===== src/rtl/id_ex_operand_stage.sv =====
// ID/EX pipeline register for the 5-stage MIPS core, with EX-stage operand forwarding
// from EX/MEM and MEM/WB and the load-use stall request back to decode.
module id_ex_operand_stage #(
   parameter int DATA_W  = 32,
   parameter int RADDR_W = 5,
   parameter int CTRL_W  = 3
) (
   input  logic               clk,
   input  logic               rst_n,
   input  logic               id_valid,
   input  logic [DATA_W-1:0]  id_rd1,
   input  logic [DATA_W-1:0]  id_rd2,
   input  logic [DATA_W-1:0]  id_imm,
   input  logic [RADDR_W-1:0] id_rs,
   input  logic [RADDR_W-1:0] id_rt,
   input  logic [RADDR_W-1:0] id_rd,
   input  logic [CTRL_W-1:0]  id_alu_control,
   input  logic               id_alu_src,
   input  logic               id_reg_dst,
   input  logic               id_reg_write,
   input  logic               id_mem_to_reg,
   input  logic               id_mem_write,
   input  logic               id_branch,
   input  logic               flush,
   input  logic               mem_reg_write,
   input  logic [RADDR_W-1:0] mem_write_reg,
   input  logic [DATA_W-1:0]  mem_alu_out,
   input  logic               wb_reg_write,
   input  logic [RADDR_W-1:0] wb_write_reg,
   input  logic [DATA_W-1:0]  wb_result,
   output logic               load_use_stall,
   output logic               ex_valid,
   output logic [DATA_W-1:0]  SrcA,
   output logic [DATA_W-1:0]  SrcB,
   output logic [CTRL_W-1:0]  ALUControl,
   output logic [DATA_W-1:0]  ex_write_data,
   output logic [RADDR_W-1:0] ex_write_reg,
   output logic               ex_reg_write,
   output logic               ex_mem_to_reg,
   output logic               ex_mem_write,
   output logic               ex_branch
);

   typedef struct packed {
      logic               valid;
      logic [DATA_W-1:0]  rd1;
      logic [DATA_W-1:0]  rd2;
      logic [DATA_W-1:0]  imm;
      logic [RADDR_W-1:0] rs;
      logic [RADDR_W-1:0] rt;
      logic [RADDR_W-1:0] writeReg;
      logic [CTRL_W-1:0]  aluControl;
      logic               aluSrc;
      logic               regWrite;
      logic               memToReg;
      logic               memWrite;
      logic               branch;
   } stage_t;

   stage_t            stage_q, stage_d;
   logic              captureBubble;
   logic [DATA_W-1:0] fwdA, fwdB;

   // A load in EX cannot feed its value to the instruction in ID in time.
   assign load_use_stall = stage_q.valid & stage_q.memToReg & (stage_q.writeReg != '0) & id_valid &
                           ((stage_q.writeReg == id_rs) | (stage_q.writeReg == id_rt));

   assign captureBubble = flush | load_use_stall | ~id_valid;

   always_comb begin
      stage_d = '0;
      if (!captureBubble) begin
         stage_d.valid      = 1'b1;
         stage_d.rd1        = id_rd1;
         stage_d.rd2        = id_rd2;
         stage_d.imm        = id_imm;
         stage_d.rs         = id_rs;
         stage_d.rt         = id_rt;
         stage_d.writeReg   = id_reg_dst ? id_rd : id_rt;
         stage_d.aluControl = id_alu_control;
         stage_d.aluSrc     = id_alu_src;
         stage_d.regWrite   = id_reg_write;
         stage_d.memToReg   = id_mem_to_reg;
         stage_d.memWrite   = id_mem_write;
         stage_d.branch     = id_branch;
      end
   end

   always_ff @(posedge clk) begin
      if (!rst_n) stage_q <= '0;
      else        stage_q <= stage_d;
   end

   // The younger producer (EX/MEM) wins; register 0 is hardwired and never forwarded.
   always_comb begin
      fwdA = stage_q.rd1;
      if (mem_reg_write && (mem_write_reg != '0) && (mem_write_reg == stage_q.rs))
         fwdA = mem_alu_out;
      else if (wb_reg_write && (wb_write_reg != '0) && (wb_write_reg == stage_q.rs))
         fwdA = wb_result;

      fwdB = stage_q.rd2;
      if (mem_reg_write && (mem_write_reg != '0) && (mem_write_reg == stage_q.rt))
         fwdB = mem_alu_out;
      else if (wb_reg_write && (wb_write_reg != '0) && (wb_write_reg == stage_q.rt))
         fwdB = wb_result;
   end

   assign SrcA          = fwdA;
   assign SrcB          = stage_q.aluSrc ? stage_q.imm : fwdB;
   assign ex_write_data = fwdB;
   assign ex_valid      = stage_q.valid;
   assign ALUControl    = stage_q.aluControl;
   assign ex_write_reg  = stage_q.writeReg;
   assign ex_reg_write  = stage_q.regWrite;
   assign ex_mem_to_reg = stage_q.memToReg;
   assign ex_mem_write  = stage_q.memWrite;
   assign ex_branch     = stage_q.branch;

endmodule


===== config.mk =====
export PLATFORM = sky130hd
export DESIGN_NAME = id_ex_operand_stage
export DESIGN_NICKNAME = d
export VERILOG_FILES = /design/src/rtl/id_ex_operand_stage.sv
export SDC_FILE = /design/constraint.sdc
export NUM_CORES = 1
export LEC_CHECK = 0
export BUFFER_PORTS_ARGS = -buffer_cell sky130_fd_sc_hd__buf_2
export CAP_MARGIN = 0
export CORE_MARGIN = 5
export CORE_UTILIZATION = 51
export CTS_BUF_LIST = sky130_fd_sc_hd__clkbuf_8
export CTS_CLUSTER_DIAMETER = 80
export DETAILED_ROUTE_END_ITERATION = 7
export PLACE_DENSITY = 0.93
export SETUP_SLACK_MARGIN = 0.1
export SLEW_MARGIN = 20
export SYNTH_ARGS = -nofsm -noshare
export SYNTH_HDL_FRONTEND = slang
export SYNTH_SLANG_ARGS = --single-unit

===== constraint.sdc =====
create_clock -name clk -period 4.2 [get_ports clk]
set_input_delay 0.63 -clock clk [delete_from_list [all_inputs] [get_ports clk]]
set_output_delay 0.63 -clock clk [all_outputs]
set_load 0.02 [all_outputs]

==> flow_metrics.env, run 1 <==
export IMPL_status="finished clean"
export IMPL_largest_register_ffs=107
export IMPL_ioPinCount=310
export IMPL_maxSlewViolCount=0
export IMPL_worstReg2RegStart="ex_write_reg[1]"
export IMPL_required_ns=3.57
export IMPL_antenna_found_initial=0
export IMPL_tns_ns=0
export IMPL_hold_buffers=0
export IMPL_cp_common_cell="buf_2"
export IMPL_row_count=40
export IMPL_hp_start="id_rd2[21]"
export IMPL_synth_avg_cell_area_sq_um=9.585
export IMPL_timing_fmax_ghz=0.2838
export IMPL_critPathMaxStageDelay_ns=0.67
export IMPL_ctsResizeCount=0
export IMPL_startpoint_type="input port"
export IMPL_synth_area_leaders="dfxtp_1 39%, and2_1 12%, a31oi_4 10%, mux2i_1 6.0%, mux2_2 5.8%"
export IMPL_fp_coreArea_sq_um=11960
export IMPL_die_w_microns=120.2
export IMPL_critPathKind="in -> out"
export IMPL_dp_hpwl_microns=14300
export IMPL_ant_nets=0
export IMPL_power_leakage_nw=3.806
export IMPL_gp_congestion=0.9392
export IMPL_syn_cell_area_sq_um=6192
export IMPL_fin_crit_ns=3.524
export IMPL_synthDistinctLibCells=33
export IMPL_yosysTopAreaCell="dfxtp_1"
export IMPL_final_common_cell="buf_2"
export IMPL_vias=5672
export IMPL_cp_cell_sequence="buf_2 > or4_4 > o21ai_1 > or4_2 > buf_4 > nor2_1 > a21oi_1 > buf_2"
export IMPL_grt_pass1_vias=5835
export IMPL_clk_pin_slew_ns=0.07
export IMPL_cp_max_fo=45
export IMPL_nNetsFinal=1123
export IMPL_mostFrequentLayoutCells="309 x buf_2, 119 x dfxtp_1, 114 x and2_1"
export IMPL_dr_pass1_iters=5
export IMPL_avgViaCountPerCell=5.237
export IMPL_postCtsSetupBuffers=0
export IMPL_cts_tree="built"
export IMPL_ys_seq_elements=120
export IMPL_die_h_microns=120.2
export IMPL_slowest_stage="or4_2"
export IMPL_clk_latency_ns=0.44
export IMPL_synth_seq_area_share=0.3880
export IMPL_synth_fp_nets=846
export IMPL_syn_inst=646
export IMPL_hold_viol_final=0
export IMPL_dieArea_sq_um=14450
export IMPL_p_total_mw=2.690
export IMPL_period_share=0.8391
export IMPL_area_delta_synth_final_pct=31.34
export IMPL_wirelength_microns=19390
export IMPL_cts_made_buffers=17
export IMPL_worst_pin_slew_ns=0.9737
export IMPL_critPathCaptureType="output port"
export IMPL_cp_startpoint="mem_write_reg[1]"
export IMPL_layout_drive_gt1_share=0.4460
export IMPL_setup_violations=0
export IMPL_fin_util=0.6799
export IMPL_rsz0062_at_grt="no"
export IMPL_cts_sinks=120
export IMPL_port_buffer_count=309
export IMPL_drc_errors=0
export IMPL_clock_path_buffers=2
export IMPL_maxCapViolCount=0
export IMPL_drtIter0Drc=357
export IMPL_setup_ws_ns=0.6758
export IMPL_irDropWorstVdd_uv=232.2
export IMPL_arrival_ns=2.89
export IMPL_ys_warn_count=0
export IMPL_power_density_nw_per_um2=330.8
export IMPL_clock_skew_ns=0.007021
export IMPL_grt_first_pass_wirelength_microns=29350
export IMPL_gr_total_overflow=0
export IMPL_grt_max_degree=121
export IMPL_wl_per_cell_microns=17.90
export IMPL_start_util=0.5177
export IMPL_slew_headroom=0.3509
export IMPL_hp_class="in -> reg"
export IMPL_grt_usage=0.2613
export IMPL_pre_cts_slack_ns=0.6996
export IMPL_cts_max_level=4
export IMPL_synth_top_area_share=0.3880
export IMPL_root_buffer="clkbuf_8"
-- power breakdown --
| group | switching [mW] | internal, mW | total, mW |
|---|---|---|---|
| Sequential | 0.0155 | 1.17 | 1.18 |
| Combinational | 0.226 | 0.181 | 0.407 |
| Clock | 0.470 | 0.629 | 1.10 |
-- area by class of cell --
class,count,area [sq um]
Antenna cell,1,2.502
Sequential cell,120,2404
Clock inverter,11,147.6
Timing Repair Buffer,316,1612
Tap cell,147,183.9
Clock buffer,20,275.3
Inverter,33,123.9
Multi-Input combinational cell,435,3385
Fill cell,919,3829
-- final timing paths --
path | to | slack, ns | cells past startpoint
worst max-delay path | SrcA[26] | 0.68 | 8
worst min-delay path | stage_q[76] | 0.38 | 2
worst max register to register | stage_q[115] | 1.93 | 4
worst min register to register | ex_valid | 1.30 | 2
-- cells in the mapped netlist, drive strengths merged --
master and count:
a211o 1, a211oi 1, a21oi 32, a22oi 1, a31oi 32, and2 114
buf 24, clkbuf 34, dfxtp 120, inv 33, mux2 32, mux2i 37
nand2 1, nand3 2, nand4 3, nor2 36, nor2b 6, nor3 36
o211ai 1, o21ai 33, o311a 1, or2 1, or3 32, or4 3
xnor2 17, xor2 13
-- layer usage --
metal,GRT usage,routed length [microns],vias to the layer above
met5,0,0,-
met4,0.1575,833,0
met3,0.07343,1582,62
met2,0.4615,9736,278
met1,0.2752,7238,2610
li1,-,-,2722
-- through the flow --
stage               instance area (sq um)  hold slack, ns  cells
floorplan                            6192          0.7517    646
global placement                     7707          0.8289   1051
detailed placement                   7707          0.8322   1051
CTS                                  8130          0.3482   1082
global route                         8130          0.3538   1082
finish                               8133          0.3819   1083
-- kinds of logic (layout without fill, tap and decap cells) --
| kind of cell | count (synthesis) | count (layout) | share of synthesized area |
|---|---|---|---|
| multiplexers | 69 | 69 | 0.1180 |
| AND/OR/NAND/NOR | 234 | 234 | 0.2150 |
| AO/OA/AOI/OAI | 102 | 102 | 0.1659 |
| flip-flops | 120 | 120 | 0.3880 |
| buffers and inverters | 91 | 380 | 0.07072 |
| other | 0 | 1 | 0 |
| XOR/XNOR | 30 | 30 | 0.04243 |
-- critical path, delay by kind of cell --
family | cells | cell delay, ns
AND/OR/NAND/NOR | 3 | 1.29
AO/OA/AOI/OAI | 2 | 0.26
buffers and inverters | 3 | 0.69
Power figures use the tool's default switching activity.
==> run 2: changes to the inputs <==
--- a/config.mk
+++ b/config.mk
@@ -8,11 +8,11 @@
 export BUFFER_PORTS_ARGS = -buffer_cell sky130_fd_sc_hd__buf_2
 export CAP_MARGIN = 0
 export CORE_MARGIN = 5
-export CORE_UTILIZATION = 51
+export CORE_UTILIZATION = 43
 export CTS_BUF_LIST = sky130_fd_sc_hd__clkbuf_8
 export CTS_CLUSTER_DIAMETER = 80
 export DETAILED_ROUTE_END_ITERATION = 7
-export PLACE_DENSITY = 0.93
+export PLACE_DENSITY = 0.84
 export SETUP_SLACK_MARGIN = 0.1
 export SLEW_MARGIN = 20
 export SYNTH_ARGS = -nofsm -noshare
==> constraint.sdc (replaced) <==
create_clock -name clk -period 3.1 [get_ports clk]
set_input_delay 0.465 -clock clk [delete_from_list [all_inputs] [get_ports clk]]
set_output_delay 0.465 -clock clk [all_outputs]
set_load 0.02 [all_outputs]
==> run 2 against run 1 <==
Net effect: total power is 36% higher; clock skew is 0.0052 ns higher; critical path depth is 1 lower; register-to-register slack worse by 0.85 ns; worst hold slack worse by 0.16 ns; combinational power is 39% higher; sequential cell count stayed put; routed wire length is 2.7% higher; global-route usage is 3.4 points lower; critical path type is now reg -> out; largest power group unchanged; highest routed layer is now met5.
==> flow_metrics.env, run 2 (synthesis gave the netlist of run 1 again) <==
export IMPL_sw_frac_of_total=0.2598
export IMPL_grt_usage=0.2275
export IMPL_critPathCaptureType="output port"
export IMPL_tns_ns=0
export IMPL_setup_violations=0
export IMPL_root_buffer="clkbuf_8"
export IMPL_start_util=0.4427
export IMPL_vias=5639
export IMPL_cts_sinks=120
export IMPL_ioPinCount=310
export IMPL_wirelength_microns=19910
export IMPL_area_delta_synth_final_pct=34.51
export IMPL_irDropWorstVdd_uv=293.9
export IMPL_seq_area_sq_um=2404
export IMPL_gp_congestion=0.9209
export IMPL_clock_skew_ns=0.01224
export IMPL_fp_coreArea_sq_um=13990
export IMPL_maxCapViolCount=0
export IMPL_hp_start="id_rd1[0]"
export IMPL_hold_viol_final=0
export IMPL_multi_input_area_sq_um=3395
export IMPL_port_buffer_count=309
export IMPL_timing_fmax_ghz=0.3499
export IMPL_drc_errors=0
export IMPL_hp_class="in -> reg"
export IMPL_grt_pass1_vias=5824
export IMPL_rsz0062_at_grt="no"
export IMPL_wl_per_cell_microns=17.65
export IMPL_power_share_clock=0.407
export IMPL_mostFrequentLayoutCells="309 x buf_2, 119 x dfxtp_1, 114 x and2_1"
export IMPL_power_density_nw_per_um2=439.0
export IMPL_row_count=43
export IMPL_nFillCells=1226
export IMPL_clk_pin_slew_ns=0.07
export IMPL_antenna_found_initial=2
export IMPL_drtIter0Drc=281
export IMPL_ant_nets=0
export IMPL_cp_startpoint="stage_q[14]"
export IMPL_period_share=0.9220
export IMPL_power_switching_uw=949.9
export IMPL_grt_first_pass_wirelength_microns=29680
export IMPL_arrival_ns=2.39
export IMPL_grt_max_degree=65
export IMPL_required_ns=2.63
export IMPL_final_common_cell="buf_2"
export IMPL_hold_buffers=0
export IMPL_postCtsSetupBuffers=0
export IMPL_cts_tree="built"
export IMPL_gr_total_overflow=0
export IMPL_worstReg2RegStart="ex_write_reg[2]"
export IMPL_avgViaCountPerCell=4.999
export IMPL_seqPwrFrac=0.438
export IMPL_die_w_microns=130
export IMPL_dieArea_sq_um=16900
export IMPL_power_leakage_nw=3.907
export IMPL_critPathKind="reg -> out"
export IMPL_maxSlewViolCount=0
export IMPL_nNetsFinal=1133
export IMPL_worst_pin_slew_ns=0.4933
export IMPL_internal_power_mw=2.706
export IMPL_cp_max_fo=32
export IMPL_slew_headroom=0.6686
export IMPL_clk_latency_ns=0.44
export IMPL_p_comb_frac=0.155
export IMPL_status="finished clean"
export IMPL_largest_register_ffs=107
export IMPL_cts_max_level=4
export IMPL_startpoint_type="register"
export IMPL_final_cell_area_sq_um=8329
export IMPL_ctsResizeCount=0
export IMPL_dr_pass1_iters=4
export IMPL_cts_made_buffers=17
export IMPL_layout_drive_gt1_share=0.4503
export IMPL_placed_cell_area_sq_um=7866
export IMPL_die_h_microns=130
export IMPL_clock_path_buffers=2
export IMPL_fin_crit_ns=2.858
export IMPL_dp_hpwl_microns=15070
==> run 2: worst max-delay path: stages (launching register included) <==
cell and delay, ns:
dfxtp_1 0.33, xor2_1 0.14, a211o_2 0.31, buf_4 0.23
o21ai_0 0.36, a31oi_4 0.14, mux2_2 0.27, buf_2 0.16
==> run 2: layout make-up <==
type                       instances  share of cell area
clock inverter                    11             0.01562
antenna                            2           0.0006009
clock buffer                      21             0.03470
tap                              180             0.02704
sequential                       120              0.2886
timing repair buffer             326              0.2111
inverter                          33             0.01487
multi-input combinational        435              0.4075
==> run 2: path summary, 6_finish.rpt <==
kind	to	depth (start not counted)	slack, ns
setup / recovery	SrcB[12]	7	0.24
hold / removal	stage_q[87]	2	0.22
setup reg to reg	stage_q[96]	5	1.08
hold reg to reg	stage_q[87]	3	0.90
==> run 2: power by group through the flow <==
stage | clock, mW | sequential [mW] | combinational [mW]
floorplan | 0 | 1.63 | 0.304
global placement | 0 | 1.63 | 0.554
detailed placement | 0 | 1.64 | 0.564
finish | 1.49 | 1.60 | 0.566
global route | 1.60 | 1.60 | 0.613
CTS | 1.52 | 1.60 | 0.567
==> run 2: layer usage <==
| layer | track usage | part of all wire | vias to the layer above |
|---|---|---|---|
| li1 | - | - | 2737 |
| met1 | 0.2469 | 0.38 | 2596 |
| met2 | 0.4067 | 0.51 | 255 |
| met3 | 0.06795 | 0.088 | 49 |
| met4 | 0.1051 | 0.029 | 2 |
| met5 | 0 | 0.00075 | - |
==> run 2: through the flow <==
| stage | power, mW | setup WS (ns) | util | hold slack, ns | instances |
|---|---|---|---|---|---|
| after floorplan | 1.934 | 0.4039 | - | 0.5867 | 646 |
| after global placement | 2.188 | 0.3161 | 0.5623 | 0.6637 | 1093 |
| after detailed placement | 2.200 | 0.3111 | 0.5623 | 0.6661 | 1093 |
| after CTS | 3.690 | 0.1568 | 0.5923 | 0.1831 | 1125 |
| after global routing | 3.813 | 0.1166 | 0.5953 | 0.1842 | 1127 |
| final | 3.656 | 0.2418 | 0.5954 | 0.2223 | 1128 |
==> run 3: changes to the inputs <==
--- a/config.mk
+++ b/config.mk
@@ -8,11 +8,11 @@
 export BUFFER_PORTS_ARGS = -buffer_cell sky130_fd_sc_hd__buf_2
 export CAP_MARGIN = 0
 export CORE_MARGIN = 5
-export CORE_UTILIZATION = 43
+export CORE_UTILIZATION = 30
 export CTS_BUF_LIST = sky130_fd_sc_hd__clkbuf_8
 export CTS_CLUSTER_DIAMETER = 80
 export DETAILED_ROUTE_END_ITERATION = 7
-export PLACE_DENSITY = 0.84
+export PLACE_DENSITY = 0.64
 export SETUP_SLACK_MARGIN = 0.1
 export SLEW_MARGIN = 20
 export SYNTH_ARGS = -nofsm -noshare
==> constraint.sdc (replaced) <==
create_clock -name clk -period 3.1 [get_ports clk]
set_input_delay 0.31 -clock clk [delete_from_list [all_inputs] [get_ports clk]]
set_output_delay 0.31 -clock clk [all_outputs]
set_load 0.02 [all_outputs]
==> run 3 against run 2 <==
Net effect: global-route usage down 5.1 points; critical path depth unchanged; largest cell class unchanged; final cell count up 7.4%; final area up 0.90%; clock-buffer cell count down 3; utilization down 18 points; worst setup slack better by 0.032 ns; highest routed layer unchanged; register-to-register slack worse by 0.21 ns; non-clock buffer count down 4; sequential power about the same.
==> flow_metrics.env, run 3 (synthesis gave the netlist of run 1 again) <==
export IMPL_status="finished clean"
export IMPL_gp_congestion=0.8527
export IMPL_arrival_ns=2.52
export IMPL_avgViaCountPerCell=4.535
export IMPL_clock_path_buffers=2
export IMPL_maxCapViolCount=0
export IMPL_hp_start="id_imm[14]"
export IMPL_power_leakage_nw=3.884
export IMPL_globalRouteMet1Util=0.2118
export IMPL_critPathKind="reg -> out"
export IMPL_dp_cells=1180
export IMPL_grt_max_degree=69
export IMPL_tns_ns=0
export IMPL_clock_skew_ns=0.01174
export IMPL_mostFrequentLayoutCells="309 x buf_2, 119 x dfxtp_1, 114 x and2_1"
export IMPL_power_density_nw_per_um2=454.5
export IMPL_num_antenna_cells=0
export IMPL_timing_fmax_ghz=0.3538
export IMPL_grtUsageMet3=0.05958
export IMPL_final_cell_area_sq_um=8404
export IMPL_final_cells=1212
export IMPL_start_util=0.3050
export IMPL_final_common_cell="buf_2"
export IMPL_p_total_mw=3.820
export IMPL_cp_startpoint="stage_q[14]"
export IMPL_cts_max_level=4
export IMPL_clk_latency_ns=0.43
export IMPL_seq_area_sq_um=2404
export IMPL_wirelength_microns=21000
export IMPL_grt_pass1_vias=5849
export IMPL_area_delta_synth_final_pct=35.72
export IMPL_nFillCells=2096
export IMPL_ioPinCount=310
export IMPL_antenna_found_initial=2
export IMPL_grt_busiest_layer="met2"
export IMPL_startpoint_type="register"
export IMPL_placed_cell_area_sq_um=7944
export IMPL_hold_viol_final=0
export IMPL_nNetsFinal=1129
export IMPL_irDropWorstVdd_uv=241.5
export IMPL_layout_drive_gt1_share=0.4469
export IMPL_maxSlewViolCount=0
export IMPL_fin_crit_ns=2.826
export IMPL_period_share=0.9117
export IMPL_cts_made_buffers=17
export IMPL_largest_register_ffs=107
export IMPL_dieArea_sq_um=23610
export IMPL_dp_hpwl_microns=15970
export IMPL_cts_sinks=120
export IMPL_grt_first_pass_wirelength_microns=32860
export IMPL_ant_nets=0
export IMPL_port_buffer_count=309
export IMPL_drc_errors=0
export IMPL_grt_usage=0.1766
export IMPL_row_count=52
export IMPL_cts_tree="built"
export IMPL_wl_per_cell_microns=17.33
export IMPL_worstReg2RegStart="ex_write_reg[1]"
export IMPL_required_ns=2.79
export IMPL_cp_max_fo=64
export IMPL_dr_pass1_iters=4
export IMPL_critPathCaptureType="output port"
export IMPL_root_buffer="clkbuf_8"
export IMPL_fp_coreArea_sq_um=20300
export IMPL_gr_total_overflow=0
export IMPL_worst_pin_slew_ns=0.9179
export IMPL_rsz0062_at_grt="no"
export IMPL_drtIter0Drc=141
export IMPL_die_w_microns=153.7
export IMPL_vias=5496
export IMPL_clk_pin_slew_ns=0.08
export IMPL_hp_class="in -> reg"
export IMPL_slew_headroom=0.3881
export IMPL_gr_usage_met2=0.3081
export IMPL_die_h_microns=153.7
export IMPL_setup_violations=0
export IMPL_multi_input_area_sq_um=3387
==> run 3: cell count changes in the layout (fill, tap and decap cells not counted), sizes merged <==
cell,delta
clkbuf,-4
buf,-3
clkinv,+3
bufinv,+2
clkinvlp,-2
diode,-2
==> run 3: final cells by class <==
cell class,instances,area share
clock buffers,18,0.02948
clock inverters,14,0.02456
inverters,33,0.01474
multi-input cells,435,0.4030
flip-flops and latches,120,0.2860
well taps,270,0.04020
repair buffers,322,0.2020
==> run 3: critical path: stages, from the launching register on <==
cell	delay [ns]
dfxtp_1	0.35
xor2_1	0.15
a211o_2	0.29
buf_12	0.17
o21ai_0	0.39
a31oi_1	0.22
mux2_2	0.30
buf_2	0.16
==> run 3: report_power, final <==
group	switching, mW	leakage [nW]	internal [mW]
combinational	0.308	2.67	0.251
clock	0.684	0.241	0.974
sequential	0.0195	0.977	1.58
total	1.01	3.88	2.81
==> run 3: timing repair <==
action / CTS / global route
cloned: 0 / 0
hold buffers: 0 / 0
buffers inserted: 0 / 0
resized for setup: 1 / 1
endpoints found under the setup margin: 4 / 1
pin swaps: 0 / 0
==> run 3: path summary, 6_finish.rpt <==
path	slack, ns	cells past startpoint	endpoint
setup / recovery	0.27	7	SrcB[31]
setup reg to reg	0.87	5	stage_q[59]
hold reg to reg	1.04	2	ex_valid
hold / removal	0.07	2	stage_q[37]
==> run 3: metal layers <==
layer / part of all wire / wire, microns / vias to the layer above
li1: - / - / 2735
met1: 0.42 / 8864 / 2555
met2: 0.50 / 10450 / 185
met3: 0.067 / 1410 / 17
met4: 0.011 / 239 / 4
met5: 0.0016 / 34 / -
==> run 3: through the flow <==
step                        util  hold slack [ns]  setup slack (ns)
after floorplan                -           0.4317            0.7139
after global placement    0.3913           0.5088            0.4300
after detailed placement  0.3913           0.5111            0.3948
after CTS                 0.4138          0.02616            0.1988
after global routing      0.4140          0.02353            0.1868
final                     0.4140          0.06774            0.2738
